`config.mk`:
```
export PLATFORM = sky130hd
export DESIGN_NAME = uart_burst_rx
export DESIGN_NICKNAME = d
export VERILOG_FILES = /design/src/rtl/uart_burst_rx.sv
export SDC_FILE = /design/constraint.sdc
export NUM_CORES = 1
export LEC_CHECK = 0
export BUFFER_PORTS_ARGS = -buffer_cell sky130_fd_sc_hd__buf_2
export CAP_MARGIN = 20
export CORE_ASPECT_RATIO = 1.4
export CORE_MARGIN = 1
export CORE_UTILIZATION = 62
export DETAILED_ROUTE_END_ITERATION = 10
export PLACE_DENSITY = 0.94
export SLEW_MARGIN = 20
export SYNTH_ARGS = -nofsm -noshare
export SYNTH_HDL_FRONTEND = slang
export SYNTH_SLANG_ARGS = --single-unit
```
`constraint.sdc`:
```
create_clock -name clk -period 7.85 [get_ports clk]
set_input_delay 0.785 -clock clk [delete_from_list [all_inputs] [get_ports clk]]
set_output_delay 0.785 -clock clk [all_outputs]
set_load 0.05 [all_outputs]
```
`src/rtl/uart_burst_rx.sv`:
```
// 8N1 UART receiver delivering 32-bit words: one zero-extended byte per word in normal mode,
// or four LSB-first bytes per word in burst mode, with framing, overrun and burst-timeout flags.
module uart_burst_rx #(
  parameter int BAUDBITS = 9,
  parameter int IDLEBITS = 16
) (
  input  logic        clk,
  input  logic        rst,
  input  logic        rxd,
  input  logic [31:0] d,
  input  logic        wrbaud,
  input  logic        rd,
  output logic [31:0] q,
  output logic        dv,
  output logic        fe,
  output logic        ove,
  output logic        tmo
);

  typedef enum logic [1:0] {IDLE, START, DATA, STOP} state_t;
  localparam int IW = $clog2(IDLEBITS + 1);

  state_t              state_q, state_d;
  logic [1:0]          sync;
  logic [1:0]          warm;
  logic                armed;
  logic                rx_s, fall, tick;
  logic                load_half, shift, byte_done;
  logic [BAUDBITS-1:0] divider, divrx;
  logic                mode;
  logic [7:0]          shreg;
  logic [2:0]          bitcnt;
  logic [1:0]          cnt;
  logic [31:0]         shadow, merged, word;
  logic                word_fe, merged_fe, wfe, word_done;
  logic [IW-1:0]       idle_cnt;
  logic                timeout_hit;
  logic                unused_d;

  assign unused_d = &{1'b0, d[30:BAUDBITS]};

  // Edge is taken one stage early so that a 1-clk/bit start bit is still sampled low in START.
  // The line only counts as armed after a real (post-reset) high has reached the second flop,
  // so the reset value of the synchronizer cannot fake a falling edge mid-frame.
  assign rx_s = sync[1];
  assign fall = armed & sync[1] & ~sync[0];
  assign tick = (divrx == '0);

  always_ff @(posedge clk or posedge rst) begin
    if (rst) begin
      sync  <= 2'b11;
      warm  <= 2'b00;
      armed <= 1'b0;
    end else begin
      // NOTE: every sequential block uses non-blocking assignments so all flops update together.
      sync  <= {sync[0], rxd};
      warm  <= {warm[0], 1'b1};
      armed <= armed | (warm[1] & sync[1]);
    end
  end

  always_ff @(posedge clk or posedge rst) begin
    if (rst)            divrx <= '0;
    else if (load_half) divrx <= divider >> 1;
    else if (tick)      divrx <= divider;
    else                divrx <= divrx - 1'b1;
  end

  always_ff @(posedge clk or posedge rst) begin
    if (rst) state_q <= IDLE;
    else     state_q <= state_d;
  end

  always_comb begin
    // NOTE: defaults first so no path through the case leaves a signal unassigned (no latches).
    state_d   = state_q;
    load_half = 1'b0;
    shift     = 1'b0;
    byte_done = 1'b0;
    case (state_q)
      IDLE:  if (fall) begin
               load_half = 1'b1;
               state_d   = START;
             end
      START: if (tick) state_d = rx_s ? IDLE : DATA;
      DATA:  if (tick) begin
               shift = 1'b1;
               if (bitcnt == 3'd7) state_d = STOP;
             end
      STOP:  if (tick) begin
               byte_done = 1'b1;
               if (fall) begin
                 load_half = 1'b1;
                 state_d   = START;
               end else begin
                 state_d = IDLE;
               end
             end
    endcase
  end

  always_ff @(posedge clk or posedge rst) begin
    if (rst) begin
      shreg  <= '0;
      bitcnt <= '0;
    end else if (shift) begin
      shreg  <= {rx_s, shreg[7:1]};
      bitcnt <= bitcnt + 1'b1;
    end else if (state_q != DATA) begin
      bitcnt <= '0;
    end
  end

  always_comb begin
    merged                     = shadow;
    merged[{cnt, 3'b000} +: 8] = shreg;
  end

  assign merged_fe   = word_fe | ~rx_s;
  assign word        = mode ? merged : {24'h0, shreg};
  assign wfe         = mode ? merged_fe : ~rx_s;
  assign word_done   = byte_done & (~mode | (cnt == 2'd3));
  assign timeout_hit = mode & (state_q == IDLE) & (cnt != 2'd0) & tick & ~fall &
                       (idle_cnt == IW'(IDLEBITS - 1));

  always_ff @(posedge clk or posedge rst) begin
    if (rst) begin
      divider  <= '0;
      mode     <= 1'b0;
      cnt      <= '0;
      shadow   <= '0;
      word_fe  <= 1'b0;
      idle_cnt <= '0;
      q        <= '0;
      fe       <= 1'b0;
      dv       <= 1'b0;
      ove      <= 1'b0;
      tmo      <= 1'b0;
    end else begin
      if (wrbaud) begin
        divider <= d[BAUDBITS-1:0];
        mode    <= d[31];
      end

      // Lanes build up in shadow so q only moves when a whole word is ready.
      if (wrbaud || timeout_hit) begin
        cnt     <= '0;
        shadow  <= '0;
        word_fe <= 1'b0;
      end else if (byte_done && mode) begin
        if (cnt == 2'd3) begin
          cnt     <= '0;
          shadow  <= '0;
          word_fe <= 1'b0;
        end else begin
          cnt     <= cnt + 1'b1;
          shadow  <= merged;
          word_fe <= merged_fe;
        end
      end

      if (fall || cnt == 2'd0 || timeout_hit)        idle_cnt <= '0;
      else if (mode && state_q == IDLE && tick)       idle_cnt <= idle_cnt + 1'b1;

      if (word_done) begin
        q   <= word;
        fe  <= wfe;
        dv  <= 1'b1;
        ove <= dv & ~rd;
      end else if (rd) begin
        dv  <= 1'b0;
        ove <= 1'b0;
      end

      if (timeout_hit) tmo <= 1'b1;
      else if (rd)     tmo <= 1'b0;
    end
  end

endmodule
```
* After elaboration in Yosys (flattened, before gate mapping) *
Cells that the tools add are included.

storage, ports and cells
  flip-flop bits (word level) = 113
  input bits = 37

operators by class
  add/subtract/negate cells = 5
  equality and inequality tests = 12
  shifts and indexed selects = 2
  muxes and demuxes = 36
  bitwise gates (word level) = 18
  reduce and logical (&&, ||, !) cells = 16

operator list
  operator                number
  $mux 32                 4
  $bwmux 32               1
  $shift 8x7->32 const A  1
  $shiftx 8x7->32         1
  $mux 2                  9
  $mux 9                  2
  $mux 1                  14
  $ne 2x2->1 const B      6
  $reduce_bool 2->1       6
  $and 1x1->1             10
  $mux 5                  2
  $logic_not 9->1         1
  $sub 9x1->9 const B     1
  $pmux 2 s4              1
  $neg 5->7               1
  $eq 2x2->1 const B      3
  $mux 3                  2
  $add 5x1->5 const B     1
  $eq 5x4->1 const B      1
  $not 1->1               5
  $reduce_and 5->1        1
  $logic_not 2->1         2
  $add 3x1->3 const B     1
  $eq 3x3->1 const B      1
  other kinds (6)         12

* Logic depth before layout (Yosys ltp) *
Gate-level depths: netlist (run 1).

  word-level depth = 8
  depth in mapped cells = 9

* Worst setup path after synthesis (run 1) *
No wires, ideal clock.

  path kind = register to register
  start point = reg divrx[0]
  end point = reg idle_cnt[3]
  arrival time = 2.475 ns
  data required time = 7.772 ns
  slack = 5.297 ns
  stages on the path, launching flop included = 9
  buffers on the path = 2
  period minus slack after synthesis = 2.553 ns
  cells stage by stage = dfrtp_1 -> inv_1 -> ha_1 -> or4b_4 -> buf_6 -> or4_1 -> buf_2 -> or4_1 -> a21oi_1

between the ends
  word-level cells in the longest chain between the ends = 6

RTL lines
  element                                             line  source
  start: declaration                                  29    logic [BAUDBITS-1:0] divider, divrx;
  start signal: assignment                            64    else if (load_half) divrx <= divider >> 1;
  start signal: assignment                            65    else if (tick) divrx <= divider;
  start signal: assignment                            66    else divrx <= divrx - 1'b1;
  $logic_not 9->1 *                                   47    assign tick = (divrx == '0);
  $and 1x1->1 (3 in a row)                            123   assign timeout_hit = mode & (state_q == IDLE) & (cnt != 2'd0) & tick & ~fall &
  $logic_or 1x1->1                                    162   if (fall || cnt == 2'd0 || timeout_hit) idle_cnt <= '0;
  $mux 5 / $reduce_bool 2->1 (equally long branches)  n/a
  end signal: assignment                              163   else if (mode && state_q == IDLE && tick) idle_cnt <= idle_cnt + 1'b1;
  end: declaration                                    36    logic [IW-1:0] idle_cnt;

Mark *: on every way between the ends. The rest lies on a longest branch, timed or not.
A chain may end at the register's enable or synchronous reset.

* Worst setup path in the final report (run 1) *
  start point = reg divrx[0]
  end point = reg shadow[3]

between the ends
  word-level cells in the longest chain between the ends = 6

RTL lines
  element                                              line  source
  $logic_not 9->1 *                                    47
  $and 1x1->1 (3 in a row)                             123
  $logic_or 1x1->1                                     146   if (wrbaud || timeout_hit) begin
  $mux 32 / $reduce_bool 2->1 (equally long branches)  n/a
  end signal: assignment                               157   shadow <= merged;
  end: declaration                                     34    logic [31:0] shadow, merged, word;

Marks and branches as above.

==> impl_metrics.ini, run 1 <==
[detailed_routing]
routed-via-count = 4413
drc = 0
dr.pass1.iters = 6
drt_wl_total_mm = 13.0
final_antenna_net_count = 0
wl_per_cell_um = 18.4
drt_first_iter_violations = 523
viasPerCell = 6.24

[cts]
root_buffer = clkbuf_16
cts_tree = built
numCtsBuffers = 17
postCtsResizedCells = 0
clkLatencyLatePin_ns = 0.42
htree_levels = 4
clock_sinks = 113
cts.clk_slew.worst_paths_ns = 0.05
ctsHoldBuffers = 0
cts_setup_buffers = 0
clockBufferDepth = 2

[synth]
syn_area_sq_um = 5430
synth_top_area_share_pct = 51.1
synth_enable_flop_cells = 0
ys_warn_count = 0
synth_cell_types = 53
synth_xor_area_share_pct = 0.323
ys_async_sr_fraction_pct = 100
synthFlopType = dfrtp_1
synth_area_leaders = dfrtp_1 (51%), a21oi_1 (6.3%), nand2_1 (5.6%)
synth_top_family_by_area = simple AND/OR/NAND/NOR gates
synth_fp_nets = 598
syn_avg_cell_area_sq_um = 9.97
yosys.area.top_type = dfrtp_1
synth_compound_area_share_pct = 14.3
synthAdderAreaFrac_pct = 3.69
synthMuxAreaShare_pct = 6.80
synth_cells = 545
synthSimpleGateAreaFrac_pct = 18.9
ys_ff_latch = 113
ys_seq_area_share_pct = 52.1

[die]
core_sq_um = 8560
initial_utilization_pct = 63.5
row_count = 40
die_area_sq_um = 9140
die_height_um = 113
fp.dieW_um = 81.1
io_pins = 73

[cells_and_area]
drive_gt1_share_pct = 20.9
final_common_cell = dfrtp_1
fin_area_sq_um = 6350
area_delta_synth_final_pct = 16.9
diodes = 0
final_cell_mix = dfrtp_1 (111), nand2_1 (81), a21oi_1 (68)
layout.cells.non_filler = 707
finalNetCount = 642

[timing]
fin_crit_sh_pct = 38.3
fin_crit_ns = 3.01
tightestPinTransition_ns = 0.909
hold_viol = 0
max_freq_ghz = 0.333
setup_tns_ns = 0
drv_slew = 0
setup_viol = 0
rsz0062_at_grt = false
slew_headroom_pct = 38.6
finClkSkew_ns = 0.00702

[critical_path]
cp-start-kind = flip-flop
worstPathMaxFanout = 35
crit_required_ns = 8.10
cp-end-kind = flip-flop
cp.arrival_ns = 3.25
critPathKind = flip-flop to flip-flop

[placed_design]
routabilityCongestion = 0.862
io_buffers = 50
dp.cells = 675
hpwl_mm = 7.86
placed_cell_area_sq_um = 5730

[power_and_ir_drop]
p_leak_uw = 0.00292
ir_drop_mv = 0.258
power_density_nw_per_um2 = 267

[job]
max_cap_viol_count = 0

[global_route]
grt_pass1_wl_mm = 21.3
grt_usage_pct = 31.1
grt_pass1_vias = 4389
grt_max_degree = 67
gr-total-overflow = 0
grt_antenna_before_repair = 0

[status]
status = completed

[min_path]
hold_class = flip-flop to flip-flop
==> kinds of logic after synthesis <==
group	count (synthesis)
and+or+nand+nor	193
AOI/OAI and AO/OA	138
DFF	113
buffers and inverters	48
muxes	34
adders and majority gates	16
xor gates and xnor gates	2
other	1
==> layout make-up <==
class / count / area [sq um]
flip-flops and latches: 113 / 2830
multi-input cells: 384 / 2410
fillers: 561 / 2210
clock buffers: 22 / 484
repair buffers: 57 / 303
clock inverters: 10 / 133
well taps: 105 / 131
inverters: 16 / 62.6
==> synth_stat cells (3+ instances only) <==
cell type	number
dfrtp_1	111
nand2_1	81
a21oi_1	68
o21ai_0	45
nor2b_1	27
or3_1	27
clkbuf_1	24
mux2_2	23
ha_1	16
inv_1	16
mux2i_1	11
nand3b_1	10
nor2_1	10
a22o_1	8
nor3_1	6
nand3_1	5
nor4_1	4
buf_1	3
nor4bb_1	3
or4_1	3
==> metrics by stage <==
step	power (uW)	utilization, %	hold WS, ns	setup WS [ns]
detailed placement	908	67.0	0.340	5.05
finish	1690	74.2	0.349	4.84
CTS	1700	74.2	0.352	4.95
global route	1760	74.2	0.364	4.74
global placement	894	66.9	0.332	5.06
floorplan	863	-	0.331	4.08
==> power by group <==
group / switching (uW) / internal [uW]
sequential: 51.4 / 620
clock: 258 / 530
combinational: 131 / 104
==> registers in the layout, summed over array words and instances, names as in the netlist, 3 cells and up, named ones only <==
register	flops
q	32
shadow	32
divider	9
divrx	9
shreg	8
idle_cnt	5
bitcnt	3
==> path summary, 6_finish.rpt <==
| path | startpoint | endpoint | slack (ns) | cells past startpoint |
|---|---|---|---|---|
| setup / recovery | divrx[0] | shadow[3] | 4.84 | 6 |
| hold / removal | warm[0] | warm[1] | 0.35 | 0 |
| setup reg to reg | divrx[0] | shadow[3] | 4.84 | 6 |
| hold reg to reg | warm[0] | warm[1] | 0.35 | 0 |
| max in group asynchronous | rst | asynchronous set/reset pin | 6.14 | 3 |
| min in group asynchronous | rst | q[8] | 0.45 | 2 |
==> per-layer routing <==
metal | wire length, um | global-route usage (%) | up-vias
met1 | 4850 | 36.9 | 2172
met4 | 421 | 15.8 | 0
met2 | 6900 | 51.5 | 193
met5 | 0 | 0 | -
met3 | 801 | 7.90 | 44
li1 | - | - | 2004
==> critical path, stage by stage, from the launching register on <==
cell and delay [ns]:
dfrtp_1 0.42, inv_1 0.08, ha_1 0.26, or4b_4 0.57, nor4_1 0.58, a31o_2 0.77
a21oi_1 0.14
Power figures use the tool's default switching activity.
==> run 2, diff against run 1 <==
Settings changed: CORE_UTILIZATION 62 to 52, PLACE_DENSITY 0.94 to 0.85.
Clock period 7.85 ns to 2.75 ns, I/O delays scaled along.
==> run 2 against run 1 <==
  * Clock power grew to 3.1 times the previous value
  * Worst hold slack worse by 0.31 ns
  * Sequential share of layout area shrank 1.3 points
  * Sequential cell count stayed put
  * Critical path depth did not move
  * Combinational power grew to 3.1 times the previous value
  * Non-clock buffer count is 9 higher
  * Design area increased by 3.1%
  * Via count is 1.4% lower
  * First-iteration DRC count fell by 15%
  * Total power rose to 3.0 times the previous value
==> impl_metrics.ini, run 2 (synthesis results as in run 1) <==
[timing]
hold_slack_ns = 0.0422
fin_crit_sh_pct = 94.3
max_freq_ghz = 0.386
finClkSkew_ns = 0.00898
fin_crit_ns = 2.59
slew_headroom_pct = 39.8
hold_viol = 0
rsz0062_at_grt = false
setup_viol = 0
drv_slew = 0
setup_tns_ns = 0
tightestPinTransition_ns = 0.901

[cts]
htree_levels = 4
clockBufferDepth = 2
clock_sinks = 113
cts.clk_slew.worst_paths_ns = 0.05
cts_tree = built
numCtsBuffers = 17
clkLatencyLatePin_ns = 0.41
root_buffer = clkbuf_16

[global_route]
grt_max_degree = 60
grt_antenna_before_repair = 0
gr-total-overflow = 0
grt_usage_pct = 25.2
grt_pass1_wl_mm = 20.8
grt_pass1_vias = 4381

[cells_and_area]
drive_gt1_share_pct = 21.8
fin_area_sq_um = 6550
fillers = 756
multiInputGateArea_sq_um = 2420
reg_top3 = q x32, shadow x32
final_cell_mix = dfrtp_1 (111), nand2_1 (81), a21oi_1 (68)
final-seq-area_sq_um = 2830
finalNetCount = 651
final_common_cell = dfrtp_1
diodes = 0
area_delta_synth_final_pct = 20.5

[detailed_routing]
viasPerCell = 5.83
routed-via-count = 4351
final_antenna_net_count = 0
drt_wl_total_mm = 12.4
drt_first_iter_violations = 447
wl_per_cell_um = 16.7
drc = 0
dr.pass1.iters = 5

[critical_path]
r2r_cells = 6
crit_chain = inv_1, ha_1, or4b_4, or4_1, or4_1, a21oi_1
worstPathMaxFanout = 11
rrSetupSlack_ns = 0.16
cp-end-kind = flip-flop
cp-endpoint = idle_cnt[3]
path_common_cell = or4_1
reg2reg_to = idle_cnt[3]
worstReg2RegStart = divrx[0]
slowest_delay_ns = 0.64
crit_required_ns = 3.08
cp-start-kind = flip-flop
crit_slowest_cell = or4_1
cp.arrival_ns = 2.92
crit_path_start = divrx[0]
critPathKind = flip-flop to flip-flop

[placed_design]
io_buffers = 50
routabilityCongestion = 0.839
hpwl_mm = 8.07
placed_cell_area_sq_um = 5870

[status]
status = completed

[die]
io_pins = 73
core_sq_um = 10000
die_height_um = 123
die_area_sq_um = 10900
row_count = 43
fp.dieW_um = 88.4
initial_utilization_pct = 54.3

[power_and_ir_drop]
p_leak_uw = 0.00298
ir_drop_mv = 0.552
power_density_nw_per_um2 = 771

[job]
max_cap_viol_count = 0

[min_path]
hold_class = input pin to flip-flop
run 2: what timing repair did:
item / CTS / global route
gates resized for setup: 0 / 1
buffers inserted: 0 / 0
hold buffers: 1 / 0
setup endpoints to repair: 0 / 2
endpoints found under the hold margin: 1 / 0
run 2: how the worst min path moves through the flow:
stage,to,slack [ns],from,cells past startpoint
2_1_floorplan,sync[0],0.28,rxd,0
5_1_grt,ove,0.05,rd,2
3_5_place_dp,warm[1],0.34,warm[0],0
6_report,ove,0.04,rd,2
4_1_cts,ove,0.03,rd,2
3_3_place_gp,warm[1],0.33,warm[0],0
run 2: per-stage QoR:
step,std cells,worst slack (ns),util (%),power [uW]
after CTS,746,0.166,65.3,5060
after global routing,746,0.0267,65.4,5230
after floorplan,545,0.197,-,2460
final,746,0.158,65.4,5050
after global placement,713,0.268,58.7,2600
after detailed placement,713,0.187,58.7,2650
run 2: final cells by class:
type	count	share of cell area (%)
tap	135	2.58
clock inverter	10	2.75
sequential	113	43.2
multi-input combinational	384	36.9
inverter	16	0.975
clock buffer	22	7.25
timing repair buffer	66	6.27
run 2: metal layers:
layer,global-route usage (%),wire (um),up-vias
met5,0,0,-
met4,14.2,403,0
met3,7.14,690,33
met2,42.5,6510,184
met1,28.5,4820,2117
li1,-,-,2017
run 2: worst max-delay path, delay by kind of cell, from the launching register on:
family,cells,cell delay (ns)
simple gates,3,1.71
flops,1,0.42
fa+ha+maj,1,0.16
compound gates,1,0.15
buf+inv,1,0.08
run 2: power breakdown:
group	internal (uW)	switching (uW)
Sequential	1770	145
Clock	1670	735
Combinational	328	396
Total	3770	1280
